[config.mk]
export PLATFORM = sky130hd
export DESIGN_NAME = ysyx_22040386_ifu_fetch_buffer
export DESIGN_NICKNAME = d
export VERILOG_FILES = /design/src/rtl/ysyx_22040386_fb_pkg.sv /design/src/rtl/ysyx_22040386_fb_fifo.sv /design/src/rtl/ysyx_22040386_ifu_fetch_buffer.sv
export SDC_FILE = /design/constraint.sdc
export NUM_CORES = 1
export LEC_CHECK = 0
export BUFFER_PORTS_ARGS = -buffer_cell sky130_fd_sc_hd__buf_2
export CORE_MARGIN = 10
export CORE_UTILIZATION = 59
export CTS_BUF_LIST = sky130_fd_sc_hd__clkbuf_2
export DETAILED_ROUTE_END_ITERATION = 8
export PLACE_DENSITY = 0.93
export SKIP_LAST_GASP = 1
export SLEW_MARGIN = 5
export SYNTH_ARGS = -nofsm -noshare
export SYNTH_HDL_FRONTEND = slang
export SYNTH_SLANG_ARGS = --single-unit
[constraint.sdc]
create_clock -name i_FB_clk -period 5.65 [get_ports i_FB_clk]
set_clock_uncertainty 0.2 [all_clocks]
set_input_delay 0.2825 -clock i_FB_clk [delete_from_list [all_inputs] [get_ports i_FB_clk]]
set_output_delay 0.2825 -clock i_FB_clk [all_outputs]
set_load 0.02 [all_outputs]
[src/rtl/ysyx_22040386_fb_pkg.sv]
// Shared types and constants for the IFU fetch buffer.
package ysyx_22040386_fb_pkg;

    typedef enum logic [2:0] {
        FB_IDLE  = 3'd0,
        FB_REQ   = 3'd1,
        FB_RESP  = 3'd2,
        FB_DRAIN = 3'd3,
        FB_HALT  = 3'd4
    } fb_state_e;

    localparam logic [31:0] FB_NOP      = 32'h0000_0013;
    localparam logic [63:0] FB_RESET_PC = 64'h0000_0000_8000_0000;
    localparam int          FB_ENTRY_W  = 97;

    typedef struct packed {
        logic [63:0] pc;
        logic [31:0] inst;
        logic        fault;
    } fb_entry_t;

    // A doubleword holds two instructions; pc[2] picks the upper or lower word.
    function automatic logic [31:0] fb_select_inst(input logic [63:0] pc, input logic [63:0] data);
        return pc[2] ? data[63:32] : data[31:0];
    endfunction

endpackage

[src/rtl/ysyx_22040386_fb_fifo.sv]
// Synchronous FIFO with push, pop and flush; flush wins over push and pop.
module ysyx_22040386_fb_fifo #(
    parameter int DEPTH = 4,
    parameter int WIDTH = 97
) (
    input  logic                       clk_i,
    input  logic                       rst_ni,
    input  logic                       push_i,
    input  logic                       pop_i,
    input  logic                       flush_i,
    input  logic [WIDTH-1:0]           wdata_i,
    output logic [WIDTH-1:0]           rdata_o,
    output logic [$clog2(DEPTH):0]     count_o,
    output logic                       full_o,
    output logic                       empty_o
);

    localparam int AW = $clog2(DEPTH);
    localparam logic [AW:0] DEPTH_C = DEPTH[AW:0];

    logic [WIDTH-1:0] mem_q [DEPTH];
    logic [AW-1:0]    wr_ptr_q, wr_ptr_d;
    logic [AW-1:0]    rd_ptr_q, rd_ptr_d;
    logic [AW:0]      count_q, count_d;
    logic             do_push, do_pop;

    assign full_o  = (count_q == DEPTH_C);
    assign empty_o = (count_q == '0);
    assign count_o = count_q;
    assign rdata_o = mem_q[rd_ptr_q];

    assign do_pop  = pop_i && !empty_o;
    assign do_push = push_i && (!full_o || do_pop);

    always_comb begin
        wr_ptr_d = wr_ptr_q;
        rd_ptr_d = rd_ptr_q;
        count_d  = count_q;
        if (flush_i) begin
            wr_ptr_d = '0;
            rd_ptr_d = '0;
            count_d  = '0;
        end else begin
            if (do_push) wr_ptr_d = wr_ptr_q + 1'b1;
            if (do_pop)  rd_ptr_d = rd_ptr_q + 1'b1;
            case ({do_push, do_pop})
                2'b10:   count_d = count_q + 1'b1;
                2'b01:   count_d = count_q - 1'b1;
                default: count_d = count_q;
            endcase
        end
    end

    always_ff @(posedge clk_i or negedge rst_ni) begin
        if (!rst_ni) begin
            wr_ptr_q <= '0;
            rd_ptr_q <= '0;
            count_q  <= '0;
        end else begin
            wr_ptr_q <= wr_ptr_d;
            rd_ptr_q <= rd_ptr_d;
            count_q  <= count_d;
        end
    end

    always_ff @(posedge clk_i) begin
        if (do_push && !flush_i) mem_q[wr_ptr_q] <= wdata_i;
    end

endmodule

[src/rtl/ysyx_22040386_ifu_fetch_buffer.sv]
// IFU fetch buffer: one-outstanding imem fetcher feeding a small decode queue.
// Optional YSYX_22040386_FB_PERF_EN adds fetch/flush event counters.
module ysyx_22040386_ifu_fetch_buffer
    import ysyx_22040386_fb_pkg::*;
#(
    parameter int          DEPTH    = 4,
    parameter logic [63:0] RESET_PC = FB_RESET_PC
) (
    input  logic        i_FB_clk,
    input  logic        i_FB_rst_n,
    input  logic        i_FB_Branch,
    input  logic [63:0] i_FB_dnpc,
    output logic        o_FB_imem_req_valid,
    input  logic        i_FB_imem_req_ready,
    output logic [63:0] o_FB_imem_req_addr,
    input  logic        i_FB_imem_rsp_valid,
    input  logic [63:0] i_FB_imem_rsp_data,
    input  logic        i_FB_imem_rsp_err,
    output logic        o_FB_valid,
    input  logic        i_FB_ready,
    output logic [63:0] o_FB_pc,
    output logic [31:0] o_FB_inst,
    output logic        o_FB_fault,
`ifdef YSYX_22040386_FB_PERF_EN
    output logic [63:0] o_FB_perf_fetch,
    output logic [63:0] o_FB_perf_flush,
`endif
    output fb_state_e   o_FB_dbg_state
);

    localparam int AW = $clog2(DEPTH);
    localparam logic [AW+1:0] DEPTH_W = DEPTH[AW+1:0];

    // Handshakes: imem request fires on req_valid & req_ready; the decode
    // side pops on o_FB_valid & i_FB_ready; a redirect suppresses that pop.
    fb_state_e   state_q, state_d;
    logic [63:0] fetch_pc_q, fetch_pc_d;

    logic        req_hs, push, pop;
    logic [AW:0] fifo_count;
    logic        fifo_full, fifo_empty;
    logic [AW+1:0] count_after;
    fb_entry_t   push_entry, head;
    logic [1:0]  unused_dnpc_lsb;

    assign unused_dnpc_lsb = i_FB_dnpc[1:0];

    assign req_hs = (state_q == FB_REQ) && i_FB_imem_req_ready;
    assign push   = (state_q == FB_RESP) && i_FB_imem_rsp_valid && !i_FB_Branch;
    assign pop    = !fifo_empty && i_FB_ready && !i_FB_Branch;
    assign count_after = {1'b0, fifo_count} + {{(AW+1){1'b0}}, push} - {{(AW+1){1'b0}}, pop};

    assign push_entry.pc    = fetch_pc_q;
    assign push_entry.inst  = i_FB_imem_rsp_err ? FB_NOP : fb_select_inst(fetch_pc_q, i_FB_imem_rsp_data);
    assign push_entry.fault = i_FB_imem_rsp_err;

    ysyx_22040386_fb_fifo #(
        .DEPTH (DEPTH),
        .WIDTH (FB_ENTRY_W)
    ) u_fifo (
        .clk_i   (i_FB_clk),
        .rst_ni  (i_FB_rst_n),
        .push_i  (push),
        .pop_i   (pop),
        .flush_i (i_FB_Branch),
        .wdata_i (push_entry),
        .rdata_o (head),
        .count_o (fifo_count),
        .full_o  (fifo_full),
        .empty_o (fifo_empty)
    );

    always_comb begin
        state_d    = state_q;
        fetch_pc_d = fetch_pc_q;
        case (state_q)
            FB_IDLE:  if (!fifo_full) state_d = FB_REQ;
            FB_REQ:   if (req_hs) state_d = FB_RESP;
            FB_RESP: begin
                if (i_FB_imem_rsp_valid) begin
                    fetch_pc_d = fetch_pc_q + 64'd4;
                    if (i_FB_imem_rsp_err)          state_d = FB_HALT;
                    else if (count_after < DEPTH_W) state_d = FB_REQ;
                    else                            state_d = FB_IDLE;
                end
            end
            FB_DRAIN: if (i_FB_imem_rsp_valid) state_d = FB_REQ;
            FB_HALT:  state_d = FB_HALT;
            default:  state_d = FB_IDLE;
        endcase
        // Redirect overrides everything; a response already owed must still be drained.
        if (i_FB_Branch) begin
            fetch_pc_d = {i_FB_dnpc[63:2], 2'b00};
            case (state_q)
                FB_REQ:   state_d = req_hs ? FB_DRAIN : FB_REQ;
                FB_RESP,
                FB_DRAIN: state_d = i_FB_imem_rsp_valid ? FB_REQ : FB_DRAIN;
                default:  state_d = FB_REQ;
            endcase
        end
    end

    always_ff @(posedge i_FB_clk or negedge i_FB_rst_n) begin
        if (!i_FB_rst_n) begin
            state_q    <= FB_IDLE;
            fetch_pc_q <= RESET_PC;
        end else begin
            state_q    <= state_d;
            fetch_pc_q <= fetch_pc_d;
        end
    end

    assign o_FB_imem_req_valid = (state_q == FB_REQ);
    assign o_FB_imem_req_addr  = (state_q == FB_REQ) ? {fetch_pc_q[63:3], 3'b000} : 64'd0;
    assign o_FB_valid          = !fifo_empty;
    assign o_FB_pc             = fifo_empty ? 64'd0 : head.pc;
    assign o_FB_inst           = fifo_empty ? 32'd0 : head.inst;
    assign o_FB_fault          = !fifo_empty && head.fault;
    assign o_FB_dbg_state      = state_q;

`ifdef YSYX_22040386_FB_PERF_EN
    logic [63:0] perf_fetch_q, perf_flush_q;
    logic        flush_event;

    assign flush_event = i_FB_Branch &&
                         (!fifo_empty || req_hs || (state_q == FB_RESP) || (state_q == FB_DRAIN));

    always_ff @(posedge i_FB_clk or negedge i_FB_rst_n) begin
        if (!i_FB_rst_n) begin
            perf_fetch_q <= 64'd0;
            perf_flush_q <= 64'd0;
        end else begin
            if (push)        perf_fetch_q <= perf_fetch_q + 64'd1;
            if (flush_event) perf_flush_q <= perf_flush_q + 64'd1;
        end
    end

    assign o_FB_perf_fetch = perf_fetch_q;
    assign o_FB_perf_flush = perf_flush_q;
`endif

endmodule
==> results of run 1 <==
==> routing by layer <==
metal  routed length [µm]  up-vias  GRT usage [%]
li1                     -     6172              -
met4                 3413        2          15.88
met1                21500     7260          35.54
met3                 6735      296          8.327
met2                30640     1299          48.74
met5                   13        -              0
==> power breakdown <==
part,leakage [µW],internal [µW],switching [µW]
combinational,0.00448,458,591
sequential,0.00429,3710,151
clock,0.000751,803,1360
==> final cells by class <==
cell class | instances | area [µm²] | area share (%)
Sequential cell | 452 | 13220 | 52.40
Multi-Input combinational cell | 738 | 6155 | 24.39
Timing Repair Buffer | 572 | 4234 | 16.78
Clock buffer | 159 | 795.8 | 3.154
Tap cell | 442 | 553.0 | 2.192
Clock inverter | 41 | 195.2 | 0.7735
Inverter | 20 | 75.07 | 0.2975
Antenna cell | 1 | 2.502 | 0.009917
==> cells by family after synthesis <==
| group | share of synthesized area [%] |
|---|---|
| multiplexers | 12.87 |
| other | 0.01899 |
| AND/OR/NAND/NOR | 12.43 |
| buffers and inverters | 2.098 |
| adder cells (fa/ha/maj) | 0.6084 |
| AO/OA/AOI/OAI | 2.966 |
| XOR/XNOR | 2.085 |
| flip-flops | 66.93 |
==> registers in the layout (all words and copies together), names as in the netlist <==
register / count
u_fifo.mem_q: 380
fetch_pc_q: 62
o_FB_dbg_state: 3
u_fifo.count_o: 3
u_fifo.rd_ptr_q: 2
u_fifo.wr_ptr_q: 2
==> synthesized netlist by cell type, types with 2 or more instances <==
| library cell | number | area [µm²] |
|---|---|---|
| o21ai_0 | 46 | 230.2 |
| nor4b_1 | 2 | 17.52 |
| nand4_1 | 27 | 168.9 |
| a21oi_1 | 4 | 20.02 |
| a211o_1 | 5 | 43.79 |
| a31o_2 | 4 | 35.03 |
| clkbuf_1 | 62 | 232.7 |
| dfrtp_1 | 71 | 1777 |
| xor2_1 | 12 | 105.1 |
| nor3_1 | 17 | 85.08 |
| mux2i_1 | 39 | 390.4 |
| nand3_1 | 28 | 140.1 |
| nor2_1 | 59 | 221.5 |
| a22oi_1 | 7 | 52.55 |
| ha_1 | 8 | 100.1 |
| nor3b_1 | 3 | 22.52 |
| a31oi_1 | 13 | 81.33 |
| nand3b_1 | 2 | 15.01 |
| mux4_2 | 95 | 2140 |
| or3_1 | 3 | 18.77 |
| a211oi_1 | 2 | 15.01 |
| nor2b_1 | 10 | 62.56 |
| and4_1 | 10 | 87.58 |
| buf_4 | 5 | 37.54 |
| o32ai_1 | 2 | 17.52 |
| o31ai_1 | 4 | 30.03 |
| nand2_1 | 86 | 322.8 |
| inv_1 | 20 | 75.07 |
| edfxtp_1 | 380 | 11410 |
| and3_1 | 4 | 25.02 |
| buf_1 | 13 | 48.80 |
| and2_1 | 162 | 1013 |
| nor4_1 | 19 | 118.9 |
| or4_1 | 9 | 67.56 |
| xnor2_1 | 35 | 306.5 |
| buf_2 | 4 | 20.02 |
==> per-stage QoR <==
step	utilization (%)	std cells	cell area, µm²
finish	76.97	2425	25230
global route	76.97	2425	25230
CTS	76.96	2424	25230
detailed placement	65.95	1964	21620
global placement	65.95	1964	21620
floorplan	-	1294	19760
==> worst max-delay path: cells and delay by family, from the launching register on <==
kind | cells | cell delay (ns)
AO/OA/AOI/OAI | 1 | 0.15
XOR/XNOR | 1 | 0.25
buffers and inverters | 1 | 0.61
flip-flops | 1 | 0.48
AND/OR/NAND/NOR | 3 | 2.17
==> path summary, 6_finish.rpt <==
path	endpoint	start
hold / removal	u_fifo.mem_q[2][6]	i_FB_imem_rsp_data[5]
max in group asynchronous	u_fifo.rd_ptr_q[1]	i_FB_rst_n
min in group asynchronous	fetch_pc_q[31]	i_FB_rst_n
setup / recovery	fetch_pc_q[25]	o_FB_dbg_state[0]
hold reg to reg	u_fifo.wr_ptr_q[0]	u_fifo.wr_ptr_q[0]
setup reg to reg	fetch_pc_q[25]	o_FB_dbg_state[0]
==> cell usage in the layout, fill, tap and decap left out, drive strengths merged, types with 46 or more instances in the layout <==
cell,instances
edfxtp,380
buf,313
dlygate4sd3,259
and2,162
clkbuf,159
mux4,95
nand2,86
dfrtp,71
nor2,59
o21ai,46
==> what timing repair did <==
action	4_1_cts	5_1_grt
hold buffers	260	0
endpoints found under the hold margin	276	0
resized for setup	0	0
endpoints found under the setup margin	0	0
==> impl_metrics.ini, run 1 <==
[run_status]
outcome = complete, no violations

[cts]
post_cts_buffers = 0
h-tree-depth = 3
cts.sinks = 452
cts_tree = done
clk-insertion-delay-late_ns = 1.04
cts_made_buffers = 106
cts_root_buf = clkbuf_2
path_clk_slew_ns = 0.12
clock_path_buffers = 3

[synth]
synth_area_per_cell_um2 = 15.31
synth_seq_area_share_pct = 66.93
async_flop_share_pct = 15.93
synth-main-ff-cell = edfxtp_1
synthDistinctLibCells = 54
synth.cell_area_um2 = 19740
yosysWarnings = 0
synth_edf_count = 380
syn-instance-count = 1290
synth-seq-cells = 452

[drt]
wl_mm = 62.31
avgRoutedWirePerCell_um = 25.69
num_vias = 15030
ant_nets = 0
first_iter_violations = 1802
drtPass1Iterations = 7
vias_per_cell = 6.198
drc = 0

[final_layout]
syn_to_final_growth_pct = 27.80
nets = 2034
fill_cells = 1680
drive_above_1_share_pct = 30.12

[sta]
max_freq_mhz = 251.5
max_slew_margin_pct = 26.04
setup_violations = 0
period_needed_ns = 3.977
max_slew.worst_pin.slew_ns = 1.099
rsz0062_at_grt = false
setup_ws_ns = 1.673
min_period_over_period_pct = 70.38
final_max_slew_viol_count = 0
final-hold-violation-count = 0
fin_tns_setup_ns = 0
holdWs_ns = 0.1244

[power]
irDropWorstVdd_uv = 172.8
power_uw = 7066
power_density_nw_per_um2 = 280.0
p_leak_uw = 0.009529

[critical_path]
crit_chain = nand4bb_1, or4_1, nor4_1, xnor2_1, o21ai_0, dlygate4sd3_1
crit_slowest_cell = or4_1
crit_required_ns = 6.34
arrival_ns = 4.66
path_class = flip-flop to flip-flop
slowest_delay_ns = 1.04
cp_max_fo = 14
ff2ff_path_depth = 6
end_kind = flip-flop
r2r_slack_ns = 1.67
start_kind = flip-flop

[die]
rows = 66
io_pins = 301
start_util_pct = 60.22
core-area_um2 = 32780
dieArea_um2 = 41180
chipHeight_um = 202.9
die_w_um = 202.9

[min_path]
min_path_type = primary input to flip-flop
whs_path_depth = 4

[placed_design]
gp_congestion = 0.8843
dp_hpwl_mm = 31.73
io_buffers = 293
pre_cts_slack_ns = 2.238

[global_route]
grt_antenna_before_repair = 3
grt_pass1_vias = 15690
grtUsageTotal_pct = 29.83
grt_first_pass_wirelength_mm = 94.36
grt_max_degree = 98
overflow = 0

[flow_run]
max_cap_violations = 0
Note: power is estimated with default switching activity, not from simulation.
==> run 2, diff against run 1 <==
==> constraint.sdc (replaced) <==
create_clock -name i_FB_clk -period 3.99 [get_ports i_FB_clk]
set_clock_uncertainty 0.2 [all_clocks]
set_input_delay 0.1995 -clock i_FB_clk [delete_from_list [all_inputs] [get_ports i_FB_clk]]
set_output_delay 0.1995 -clock i_FB_clk [all_outputs]
set_load 0.02 [all_outputs]
==> run 2 against run 1 <==
  * Non-clock buffer count increased by 95
  * Utilization grew 3.2 points
  * Combinational power rose by 55%
  * Design area increased by 4.1%
  * Clock-buffer cell count increased by 7
  * Critical path depth grew 1
  * Clock power up 44%
  * Hold slack got worse by 0.0074 ns
  * Critical endpoint is now fetch_pc_q[53]
==> impl_metrics.ini, run 2 (same netlist as run 1, synthesis figures left out) <==
[power]
pwr-share-clk_pct = 30.6
p_leak_uw = 0.01000
comb_power_share_pct = 16.0
power.share.switching_pct = 29.74
cell_internal_pwr_uw = 7166
power.switching_uw = 3034
power_density_nw_per_um2 = 388.3
pwr-share-seq_pct = 53.4
irDropWorstVdd_uv = 275.4

[cts]
cts.sinks = 452
clk-insertion-delay-late_ns = 0.99
clock_path_buffers = 3
cts_root_buf = clkbuf_2
cts_made_buffers = 106
h-tree-depth = 3
path_clk_slew_ns = 0.12
cts_tree = done

[sta]
final_max_slew_viol_count = 0
holdWs_ns = 0.1170
max_freq_mhz = 267.0
period_needed_ns = 3.746
fin_tns_setup_ns = 0
rsz0062_at_grt = false
final-hold-violation-count = 0
min_period_over_period_pct = 93.88
max_slew_margin_pct = 22.25
setup_violations = 0
max_slew.worst_pin.slew_ns = 1.164

[final_layout]
reg.largest.list = u_fifo.mem_q x380, fetch_pc_q x62
final_cell_mix = 380 x edfxtp_1, 347 x dlygate4sd3_1, 291 x buf_2, 166 x clkbuf_2, 158 x and2_1
final_core_util_pct = 80.12
syn_to_final_growth_pct = 33.04
nets = 2129
regMostFlops = u_fifo.mem_q
drive_above_1_share_pct = 29.58
layout_commonest_cell = edfxtp_1
largest_reg_flops = 380
finalNonFillerCells = 2516

[run_status]
outcome = complete, no violations

[drt]
avgRoutedWirePerCell_um = 25.79
num_vias = 15470
first_iter_violations = 1679
wl_mm = 64.88
drc = 0
vias_per_cell = 6.150
ant_nets = 0
drtPass1Iterations = 6

[critical_path]
path_class = flip-flop to flip-flop
cp_max_fo = 14
arrival_ns = 4.38
end_kind = flip-flop
crit_required_ns = 4.62
crit_chain = nand4bb_1, or4_1, buf_4, or4_4, xor2_1, o21ai_0, dlygate4sd3_1
start_kind = flip-flop
crit_slowest_cell = or4_1
slowest_delay_ns = 0.66

[global_route]
overflow = 0
grt_antenna_before_repair = 1
grt_max_degree = 98
grt_first_pass_wirelength_mm = 99.08
grtUsageTotal_pct = 31.21
grt_pass1_vias = 16290

[min_path]
min_path_type = primary input to flip-flop

[die]
rows = 66
io_pins = 301
start_util_pct = 60.22
core-area_um2 = 32780
die_w_um = 202.9
dieArea_um2 = 41180
chipHeight_um = 202.9

[placed_design]
gp_congestion = 0.8543
dp_hpwl_mm = 32.94
place_inst = 1971
io_buffers = 293

[flow_run]
max_cap_violations = 0
-- run 2: final timing paths --
| check | cells past startpoint | from | to | slack [ns] |
|---|---|---|---|---|
| hold / removal | 4 | i_FB_imem_rsp_data[12] | u_fifo.mem_q[3][13] | 0.12 |
| min in group asynchronous | 3 | i_FB_rst_n | fetch_pc_q[31] | 0.20 |
| setup / recovery | 7 | o_FB_dbg_state[2] | fetch_pc_q[53] | 0.24 |
| setup reg to reg | 7 | o_FB_dbg_state[2] | fetch_pc_q[53] | 0.24 |
| hold reg to reg | 1 | u_fifo.wr_ptr_q[0] | u_fifo.wr_ptr_q[0] | 0.36 |
| max in group asynchronous | 4 | i_FB_rst_n | fetch_pc_q[55] | 2.92 |
-- run 2: final cells by class --
type	count	area [µm²]
well taps	442	553.0
clock inverters	29	157.7
flip-flops and latches	452	13220
inverters	20	75.07
repair buffers	667	5255
diodes	2	5.005
clock buffers	166	830.8
fillers	1582	6518
multi-input cells	738	6167
-- run 2: stage by stage --
stage,worst slack (ns),area (µm²),total power [µW]
after global placement,0.6566,21760,6677
final,0.2441,26270,10200
after detailed placement,0.4823,21760,6728
after floorplan,0.9372,19760,6216
after CTS,0.08094,26250,9989
after global routing,0.1225,26260,10550
-- run 2: routing by layer --
layer  track usage, %  up-vias  part of all wire [%]
met5                0        -                     0
met1            36.74     7524                    34
li1                 -     6346                     -
met3            8.438      291                    11
met4            14.39        0                   4.9
met2            52.70     1312                    50
-- run 2: worst max-delay path, delay by kind of cell (launching register included) --
family                 cells  cell delay (ns)
AO/OA/AOI/OAI              1             0.10
AND/OR/NAND/NOR            3             1.80
XOR/XNOR                   1             0.20
flip-flops                 1             0.47
buffers and inverters      2             0.82
-- run 2: power by group through the flow --
stage | Sequential (µW) | Combinational [µW] | Clock [µW]
after floorplan | 5460 | 755 | 0
after global placement | 5520 | 1160 | 0
after detailed placement | 5530 | 1190 | 0
after CTS | 5430 | 1530 | 3030
after global routing | 5470 | 1710 | 3380
final | 5450 | 1630 | 3120
-- run 2: timing repair --
action | in CTS | in global routing
setup endpoints to repair | 0 | 3
buffers inserted | 0 | 0
resized for setup | 0 | 2
endpoints found under the hold margin | 285 | 0
hold buffers | 348 | 0
==> run 3, diff against run 2 <==
--- a/config.mk
+++ b/config.mk
@@ -7,10 +7,10 @@
 export LEC_CHECK = 0
 export BUFFER_PORTS_ARGS = -buffer_cell sky130_fd_sc_hd__buf_2
 export CORE_MARGIN = 10
-export CORE_UTILIZATION = 59
+export CORE_UTILIZATION = 50
 export CTS_BUF_LIST = sky130_fd_sc_hd__clkbuf_2
 export DETAILED_ROUTE_END_ITERATION = 8
-export PLACE_DENSITY = 0.93
+export PLACE_DENSITY = 0.83
 export SKIP_LAST_GASP = 1
 export SLEW_MARGIN = 5
 export SYNTH_ARGS = -nofsm -noshare
==> run 3 against run 2 <==
  * Hold slack improved by 0.067 ns
  * Sequential power barely moved
  * Utilization fell by 11 points
  * Flip-flop and latch count did not move
  * Setup slack got worse by 0.18 ns
  * Highest routed layer unchanged
  * Die area rose by 16%
  * Clock power fell by 2%
  * Critical path depth fell by 1
  * Clock-buffer cell count fell by 2
==> impl_metrics.ini, run 3 (same netlist as run 1, synthesis figures left out) <==
[drt]
met2_length_mm = 31.23
ant_nets = 0
wl_met3_mm = 5.799
avgRoutedWirePerCell_um = 23.55
first_iter_violations = 1489
wl_met1_mm = 22.13
drc = 0
drtPass1Iterations = 6
vias_per_cell = 5.761
wl_mm = 61.60
num_vias = 15070
routed.top_layer = met4

[sta]
final_max_slew_viol_count = 0
setup_ws_ns = 0.06040
rsz0062_at_grt = true
max_slew_margin_pct = 34.76
period_needed_ns = 3.930
max_slew.worst_pin.slew_ns = 0.9787
setup_violations = 0
max_freq_mhz = 254.5
final-hold-violation-count = 0
min_period_over_period_pct = 98.49

[final_layout]
fill_cells = 2441
nets = 2152
finalNonFillerCells = 2615
layout_commonest_cell = edfxtp_1
reg.largest.list = u_fifo.mem_q x380, fetch_pc_q x62
drive_above_1_share_pct = 29.21
final_cell_mix = 380 x edfxtp_1, 371 x dlygate4sd3_1, 291 x buf_2, 164 x clkbuf_2, 158 x and2_1
syn_to_final_growth_pct = 34.95
regMostFlops = u_fifo.mem_q
largest_reg_flops = 380

[critical_path]
path_delay_family = simple AND/OR/NAND/NOR gates
crit_slowest_cell = or4_1
arrival_ns = 4.79
start_kind = flip-flop
slowest_delay_ns = 1.07
end_kind = flip-flop
r2r_end = fetch_pc_q[34]
path_class = flip-flop to flip-flop
crit_required_ns = 4.85
ff2ff_path_depth = 6
crit_cells = 6
r2r_slack_ns = 0.06
r2r-start = o_FB_dbg_state[0]
cp.buffers_inverters = 1
crit_chain = nand4bb_1, or4_1, nor4_2, xnor2_1, o21ai_0, dlygate4sd3_1
cp_max_fo = 14

[cts]
h-tree-depth = 3
clk-insertion-delay-late_ns = 1.11
cts_made_buffers = 106
cts.sinks = 452
post_cts_buffers = 0
path_clk_slew_ns = 0.14
clock_path_buffers = 3
cts_tree = done
cts_root_buf = clkbuf_2

[placed_design]
gp_congestion = 0.8672
io_buffers = 293
place_inst = 2046
dp_hpwl_mm = 32.07
pre_cts_slack_ns = 0.5511

[die]
io_pins = 301
die_w_um = 218.7
core-area_um2 = 38830
chipHeight_um = 218.7
dieArea_um2 = 47840
start_util_pct = 50.85
rows = 72

[flow_run]
max_cap_violations = 0

[global_route]
grt_max_degree = 98
grt_antenna_before_repair = 2
grt_first_pass_wirelength_mm = 94.16
grtUsageTotal_pct = 25.45
grt_pass1_vias = 16000
overflow = 0

[run_status]
outcome = complete, no violations

[power]
irDropWorstVdd_uv = 252.8
p_leak_uw = 0.01011
power_density_nw_per_um2 = 379.7

[min_path]
min_path_type = primary input to flip-flop
worstHoldStart = i_FB_Branch
holdPathEnd = u_fifo.count_o[0]
whs_path_depth = 3
[run 3: worst register-to-register path, delay by kind of cell, from the launching register on]
kind                      cells  cell delay [ns]
and+or+nand+nor               3             2.18
buffers and inverters         1             0.60
DFF                           1             0.48
AOI/OAI and AO/OA             1             0.27
xor gates and xnor gates      1             0.25
[run 3: cell type report]
class                      instances  area [µm²]  area share (%)
clock buffer                     164       820.8           3.081
multi-input combinational        738        6170           23.16
inverter                          20       75.07          0.2818
timing repair buffer             690        5525           20.74
sequential                       452       13220           49.63
clock inverter                    31       177.7          0.6668
tap                              518       648.1           2.432
antenna                            2       5.005         0.01878
[run 3: per-layer routing]
metal | global-route usage, % | vias up
li1 | - | 6408
met1 | 30.13 | 7408
met2 | 43.07 | 1053
met3 | 6.160 | 196
met4 | 12.09 | 0
met5 | 0 | -
[run 3: worst max path at each step]
stage,from,slack (ns),end
finish,o_FB_dbg_state[0],0.06,fetch_pc_q[34]
global route,o_FB_dbg_state[1],-0.18,fetch_pc_q[34]
CTS,o_FB_dbg_state[2],0.22,fetch_pc_q[46]
detailed placement,o_FB_dbg_state[0],0.55,fetch_pc_q[42]
global placement,o_FB_dbg_state[2],0.65,fetch_pc_q[42]
floorplan,o_FB_dbg_state[0],0.94,u_fifo.mem_q[0][0]
[run 3: power breakdown]
part	internal, µW	switching (µW)
clock	1170	1880
sequential	5250	189
combinational	758	866
[run 3: stage by stage]
step	total power (µW)	hold slack [ns]	setup TNS, ns	instance area (µm²)	util [%]
finish	10120	0.1837	0	26640	68.62
floorplan	6216	-0.2961	0	19760	-
global placement	6696	0.2090	0	21880	56.36
global route	10520	0.1283	-0.2477	26640	68.62
detailed placement	6728	0.2145	0	21880	56.36
CTS	10030	0.01628	0	26620	68.57
[run 3: what timing repair did]
item	in CTS	in global routing
hold endpoints to repair	392	0
endpoints found under the setup margin	0	2
resized for setup	0	2
hold buffers	372	0
